==> src/rtl/requant_pack_stage_pkg.sv <==
// requant_pack_stage_pkg: shared constants and arithmetic helpers for the requantise/pack stage.
//   C_OUT_LANES        int8 results per packed output beat
//   INT8_MIN/INT8_MAX  saturation bounds of the int8 result
//   round_shift        rounding (half up) arithmetic right shift; shift 0 passes through
//   relu_floor         lower clamp bound, raised to the zero point when ReLU is enabled
//   clamp8             saturates a wide signed value into [lo, INT8_MAX]
package requant_pack_stage_pkg;
   localparam int C_OUT_LANES = 4;
   localparam logic signed [7:0] INT8_MIN = 8'sh80;
   localparam logic signed [7:0] INT8_MAX = 8'sh7F;

   function automatic logic signed [63:0] round_shift(input logic signed [63:0] p, input logic [5:0] sh);
      return sh == 6'd0 ? p : (p + (64'sd1 <<< (sh - 6'd1))) >>> sh;
   endfunction

   function automatic logic signed [7:0] relu_floor(input logic signed [7:0] zp, input logic relu);
      return relu && zp > INT8_MIN ? zp : INT8_MIN;
   endfunction

   function automatic logic [7:0] clamp8(input logic signed [63:0] q, input logic signed [7:0] lo);
      return q < 64'(lo) ? lo : q > 64'(INT8_MAX) ? INT8_MAX : q[7:0];
   endfunction
endpackage

==> src/rtl/requant_lane.sv <==
// requant_lane: three-stage bias / scale / round-shift-clamp pipeline with a common stall enable.
//   clk, rst          clock and synchronous active-high reset
//   en                advance enable; every register holds while low
//   in_*              element entering S1 (valid, accumulator, last, tag)
//   bias..relu        quasi-static requantisation parameters
//   out_*             S3 result: valid, int8 value, last, tag
//   busy              any stage holds a valid element
module requant_lane
   import requant_pack_stage_pkg::*;
#(
   parameter int C_ACC_WIDTH = 32
) (
   input  logic                          clk,
   input  logic                          rst,
   input  logic                          en,
   input  logic                          in_valid,
   input  logic signed [C_ACC_WIDTH-1:0] acc,
   input  logic                          in_last,
   input  logic [7:0]                    in_id,
   input  logic signed [31:0]            bias,
   input  logic [15:0]                   scale,
   input  logic [5:0]                    shift,
   input  logic signed [7:0]             zp,
   input  logic                          relu,
   output logic                          out_valid,
   output logic [7:0]                    out_data,
   output logic                          out_last,
   output logic [7:0]                    out_id,
   output logic                          busy
);
   localparam int BW = C_ACC_WIDTH + 1;
   localparam int PW = BW + 17;

   logic                 v1, v2, l1, l2;
   logic [7:0]           id1, id2;
   logic signed [BW-1:0] b;
   logic signed [PW-1:0] p;
   logic signed [63:0]   q;

   always_comb q = round_shift(64'(p), shift) + 64'(zp);

   assign busy = v1 | v2 | out_valid;

   always_ff @(posedge clk) begin
      if (rst) begin
         v1        <= 1'b0;
         v2        <= 1'b0;
         out_valid <= 1'b0;
         l1        <= 1'b0;
         l2        <= 1'b0;
         out_last  <= 1'b0;
         id1       <= '0;
         id2       <= '0;
         out_id    <= '0;
         b         <= '0;
         p         <= '0;
         out_data  <= '0;
      end else if (en) begin
         v1        <= in_valid;
         b         <= BW'(acc) + BW'(bias);
         l1        <= in_last;
         id1       <= in_id;
         v2        <= v1;
         // scale is unsigned: a zero sign bit keeps the signed product correct
         p         <= PW'(b) * PW'($signed({1'b0, scale}));
         l2        <= l1;
         id2       <= id1;
         out_valid <= v2;
         out_data  <= clamp8(q, relu_floor(zp, relu));
         out_last  <= l2;
         out_id    <= id2;
      end
   end
endmodule

==> src/rtl/requant_pack_stage.sv <==
// requant_pack_stage: requantises a 32-bit accumulator stream to int8 and packs lanes into output beats.
//   ACLK, ARESET        clock and synchronous active-high reset
//   SD_AXIS_*           accumulator input stream (TVALID/TREADY/TDATA/TLAST/TID)
//   MO_AXIS_*           packed int8 output stream (TVALID/TREADY/TDATA/TKEEP/TLAST/TID)
//   CFG_*               bias, scale, shift, zero point and ReLU enable (change only while IDLE)
//   IDLE                pipeline, pack buffer and output register all empty
module requant_pack_stage #(
   parameter int C_ACC_WIDTH = 32,
   parameter int C_OUT_LANES = requant_pack_stage_pkg::C_OUT_LANES
) (
   input  logic                          ACLK,
   input  logic                          ARESET,
   input  logic                          SD_AXIS_TVALID,
   output logic                          SD_AXIS_TREADY,
   input  logic signed [C_ACC_WIDTH-1:0] SD_AXIS_TDATA,
   input  logic                          SD_AXIS_TLAST,
   input  logic [7:0]                    SD_AXIS_TID,
   output logic                          MO_AXIS_TVALID,
   input  logic                          MO_AXIS_TREADY,
   output logic [8*C_OUT_LANES-1:0]      MO_AXIS_TDATA,
   output logic [C_OUT_LANES-1:0]        MO_AXIS_TKEEP,
   output logic                          MO_AXIS_TLAST,
   output logic [7:0]                    MO_AXIS_TID,
   input  logic signed [31:0]            CFG_BIAS,
   input  logic [15:0]                   CFG_SCALE,
   input  logic [5:0]                    CFG_SHIFT,
   input  logic signed [7:0]             CFG_ZP,
   input  logic                          CFG_RELU,
   output logic                          IDLE
);
   import requant_pack_stage_pkg::*;

   localparam int CW = $clog2(C_OUT_LANES) + 1;

   logic                            adv, v3, l3, busy, flush, in_pkt;
   logic [7:0]                      y3, id3, pid;
   logic [CW-1:0]                   cnt, n;
   logic [C_OUT_LANES-1:0][7:0]     lanes, beat;
   logic [C_OUT_LANES-1:0]          keep;

   // The whole block stalls only while a beat sits unaccepted in the output register
   assign adv            = !MO_AXIS_TVALID || MO_AXIS_TREADY;
   assign SD_AXIS_TREADY = adv;
   assign IDLE           = !busy && cnt == '0 && !MO_AXIS_TVALID;

   requant_lane #(.C_ACC_WIDTH(C_ACC_WIDTH)) u_lane (
      .clk      (ACLK),
      .rst      (ARESET),
      .en       (adv),
      .in_valid (SD_AXIS_TVALID),
      .acc      (SD_AXIS_TDATA),
      .in_last  (SD_AXIS_TLAST),
      .in_id    (SD_AXIS_TID),
      .bias     (CFG_BIAS),
      .scale    (CFG_SCALE),
      .shift    (CFG_SHIFT),
      .zp       (CFG_ZP),
      .relu     (CFG_RELU),
      .out_valid(v3),
      .out_data (y3),
      .out_last (l3),
      .out_id   (id3),
      .busy     (busy)
   );

   // The closing element is merged straight into the outgoing beat rather than the buffer
   always_comb begin
      n     = cnt + CW'(1);
      flush = v3 && (n == CW'(C_OUT_LANES) || l3);
      beat  = '0;
      keep  = '0;
      for (int i = 0; i < C_OUT_LANES; i++) begin
         beat[i] = i < int'(cnt) ? lanes[i] : i == int'(cnt) ? y3 : 8'd0;
         keep[i] = i < int'(n);
      end
   end

   always_ff @(posedge ACLK) begin
      if (ARESET) begin
         cnt            <= '0;
         lanes          <= '0;
         in_pkt         <= 1'b0;
         pid            <= '0;
         MO_AXIS_TVALID <= 1'b0;
         MO_AXIS_TDATA  <= '0;
         MO_AXIS_TKEEP  <= '0;
         MO_AXIS_TLAST  <= 1'b0;
         MO_AXIS_TID    <= '0;
      end else if (adv) begin
         MO_AXIS_TVALID <= flush;
         if (v3) in_pkt <= !l3;
         // Tag comes from the first element of the packet, even across beat boundaries
         if (v3 && !in_pkt) pid <= id3;
         if (flush) begin
            MO_AXIS_TDATA <= beat;
            MO_AXIS_TKEEP <= keep;
            MO_AXIS_TLAST <= l3;
            MO_AXIS_TID   <= in_pkt ? pid : id3;
            cnt           <= '0;
         end else if (v3) begin
            lanes[cnt[CW-2:0]] <= y3;
            cnt                <= n;
         end
      end
   end
endmodule
==> config.mk <==
export PLATFORM = sky130hd
export DESIGN_NAME = requant_pack_stage
export DESIGN_NICKNAME = d
export VERILOG_FILES = /design/src/rtl/requant_pack_stage_pkg.sv /design/src/rtl/requant_lane.sv /design/src/rtl/requant_pack_stage.sv
export SDC_FILE = /design/constraint.sdc
export NUM_CORES = 2
export LEC_CHECK = 0
export CORE_MARGIN = 5
export CORE_UTILIZATION = 50
export CTS_BUF_LIST = sky130_fd_sc_hd__clkbuf_4 sky130_fd_sc_hd__clkbuf_8
export DETAILED_ROUTE_END_ITERATION = 10
export HOLD_SLACK_MARGIN = 0.08
export PLACE_DENSITY = 0.66
export SLEW_MARGIN = 20
export SYNTH_ARGS = -nofsm -noshare
export SYNTH_HDL_FRONTEND = slang
export SYNTH_SLANG_ARGS = --single-unit
==> constraint.sdc <==
create_clock -name ACLK -period 33.8 [get_ports ACLK]
set_input_delay 5.07 -clock ACLK [delete_from_list [all_inputs] [get_ports ACLK]]
set_output_delay 5.07 -clock ACLK [all_outputs]
set_load 0.05 [all_outputs]
==> metrics.md <==
| Metric | Value |
|---|---|
| Met2 capacity usage during global routing | 49.6% |
| Clock Latency Late Sink | 0.61 ns |
| Detailed-route via count | 41659 |
| Global-route wire length before repair | ~230000 um |
| Die footprint | between 90000 and 100000 um^2 |
| Initial antenna violation count | 7 |
| Met3 usage | 5.09% |
| F_max | 54.3 MHz |
| Worst min path class | reg -> reg |
| Initial Util | 50.2% |
| Seq cells post-synth | 211 |
| Placer Congestion | 1.06 |
| P_leak | 0.0201 uW |
| Final Max Tran Viols | 0 |
| Crit path largest cell delay | 0.91 ns |
| Final antenna-violating net count | 0 |
| Worst path most repeated cell | nand2_1 |
| Fillers | 8453 |
| Port Buf Inserts | 155 |
| CP arrival | 18.89 ns |
| Layout Nets | 6504 |
| Gate Count Post-Synth | 5613 |
| Share of the synthesized area in the top cell type | a little under a quarter |
| Hold Vio Cnt, Final | 0 |
| Worst-margin pin slew | 1.20 ns |
| Largest net degree at the start of global routing | roughly 110 |
| Cell Rows | approximately 110 |
| Chip Height | 304 um |
| Relative slew slack | roughly a fifth |
| Syn-to-layout area delta | 6.94% |
| Vias per inst | 6.19 |
| Setup violators final | 0 |
| Clock transition at path regs | 0.06 ns |
| Synth Warn # | 0 |
| Synth Cell Area | 43300 um^2 |
| Register-to-Register Path Depth | 38 |
| Pre-antenna DRT Iters | 6 |
| Synth Flop Type | dfxtp_1 |
| Share of layout cells above drive strength 1 | under 10% |
| Synth unique cells | 93 |
| Hold Slack | 0.452 ns |
| DRC | 0 |
| Mapped Nets | 6573 |
| RSZ-0062 raised after global routing | false |
| Dpl hpwl | 119000 um |
| # H-tree levels | 2 |
| Setup tns final | 0 ns |
| CTS tree | built |
| Final setup skew | 0.0387 ns |
| Clock sinks | ~210 |
| Post-synth top cells | 830 x nand2_1, 599 x inv_1, 506 x fa_1, 468 x a21oi_1, 346 x ha_1 |
| Number of global-route vias before repair | approximately 40000 |
| Startpoint Class | primary input |
| Max Cap Violations | 0 |
| Setup Fix Bufs, Post-CTS | 0 |
| Ys async rst share | 0% |
| Crit path max-delay cell type | nand2_1 |
| Final wirelength | 152000 um |
| Final worst-path cycle share | 54.5% |
| I/O Pins | 156 |
| Wire length per cell | 22.5 um |
| Syn Area/Cell | 7.72 um^2 |
| Clock tree buffer depth | 3 |
| Synth area leaders | fa_1 23%, ha_1 10%, dfxtp_1 9.7% |
| Post-synthesis sequential area ratio | 9.75% |
| Core Box Area | 86300 um^2 |
| Tmin final | 18.43 ns |
| Met1 Resource Use GR | 42.5% |
| Post-synth EDFFs | 0 |
| Grt peak-use layer | met2 |
| GRT Residual Overflow | 0 |
| Peak supply drop | 0.0861 mV |
| PD cells | 97.6 nW/um^2 |
| Die width | 304 um |
| CP max FO | 45 |
| Root buffer cell | clkbuf_8 |
| Num CTS Buffers | 37 |
| Area leader, netlist | fa_1 |
| # hold bufs at CTS | 0 |
| Status | completed |
| Cell with the most instances after synthesis | nand2_1 |
| WS Path Type | in -> reg |
| CP required | 34.27 ns |
| Worst setup EP type | flop |
| Post-CTS Resized | 0 |
| Hold Path Cell Cnt | 2 |
| All-layer global routing usage | 31.4% |
| DRT iter0 DRCs | 3933 |
## power breakdown
part / switching (uW) / total, uW / internal [uW] / leakage (uW)
clock: 114 / 260 / 145 / 0.000425
combinational: 2230 / 3850 / 1620 / 0.0180
sequential: 109 / 414 / 304 / 0.00173
total: 2450 / 4520 / 2070 / 0.0201
## worst paths after layout
path	from	to	slack [ns]
worst min register to register	u_lane.id2[3]$_SDFFE_PP0N_	u_lane.id2[3]$_SDFFE_PP0N_	0.45
worst min-delay path	u_lane.id2[3]$_SDFFE_PP0N_	u_lane.id2[3]$_SDFFE_PP0N_	0.45
worst max-delay path	CFG_SHIFT[3]	u_lane.out_data[2]$_SDFFE_PP0N_	15.37
worst max register to register	u_lane.p[0]$_SDFFE_PP0N_	u_lane.out_data[2]$_SDFFE_PP0N_	21.68
## cell families after synthesis
logic type	Yosys count	share of synthesized area, %
AO/OA/AOI/OAI	1333	19.7
XOR/XNOR	180	3.67
AND/OR/NAND/NOR	1959	21.2
multiplexers	148	4.22
buffers and inverters	930	8.10
flip-flops	211	9.75
adder cells (fa/ha/maj)	852	33.4
## cell usage in the layout, fill, tap and decap left out, drive strengths merged, types with 14 or more instances in the layout
master         instances
a211oi                89
a21o                  93
a21oi                474
a221oi                21
a22o                  28
a311oi                36
a31oi                 32
and2                 247
and3                  37
buf                   80
clkbuf                54
clkdlybuf4s50        139
dfxtp                211
fa                   506
ha                   346
inv                  603
mux2                  36
mux2i                 88
mux4                  24
nand2                830
nand2b                46
nand3                126
nand4                 72
nor2                 328
nor2b                 35
nor3                 115
nor4                  15
o211ai                37
o21a                  38
o21ai                251
o21bai                36
o221ai                14
o22ai                 16
o31ai                 18
or2                   16
or3                   36
xnor2                112
xor2                  67
## worst max-delay path, delay by kind of cell
kind,cells,cell delay (ns)
compound gates,17,4.27
xor+xnor,2,0.63
fa+ha+maj,3,1.16
buf+inv,4,1.40
mux,1,0.17
simple gates,17,6.13
## flip-flops by register name, indices dropped and copies added (netlist names), 3 cells and up
signal           flops
u_lane.b            33
pid                  8
lanes               32
MO_AXIS_TDATA       32
u_lane.out_data      8
cnt                  3
MO_AXIS_TKEEP        4
MO_AXIS_TID          8
u_lane.id2           8
u_lane.id1           8
u_lane.p            50
u_lane.out_id        8
## layer usage
metal / wire [um] / up-vias
li1: - / 18992
met1: 63900 / 20331
met2: 66600 / 1901
met3: 12700 / 431
met4: 8400 / 4
met5: 24 / -
## through the flow
step / area, um^2 / util [%] / power (uW) / std cells / worst slack (ns)
floorplan: 43300 / - / 3280 / 5613 / 18.22
detailed placement: 45500 / 52.7 / 4220 / 6660 / 15.33
global route: 46300 / 53.7 / 5020 / 6725 / 14.85
CTS: 46300 / 53.7 / 4500 / 6724 / 15.89
global placement: 45500 / 52.7 / 4180 / 6660 / 15.47
finish: 46300 / 53.7 / 4520 / 6729 / 15.37
## final cells by class
type / count / area [um^2] / share of cell area, %
Multi-Input combinational cell: 4472 / 35700 / 76.9
Timing Repair Buffer: 219 / 1960 / 4.22
Inverter: 603 / 2270 / 4.89
Antenna cell: 5 / 12.5 / 0.0270
Sequential cell: 211 / 4220 / 9.11
Clock buffer: 54 / 681 / 1.47
Tap cell: 1155 / 1450 / 3.12
Clock inverter: 10 / 110 / 0.238
No activity file was read; power rests on OpenSTA's default activity.
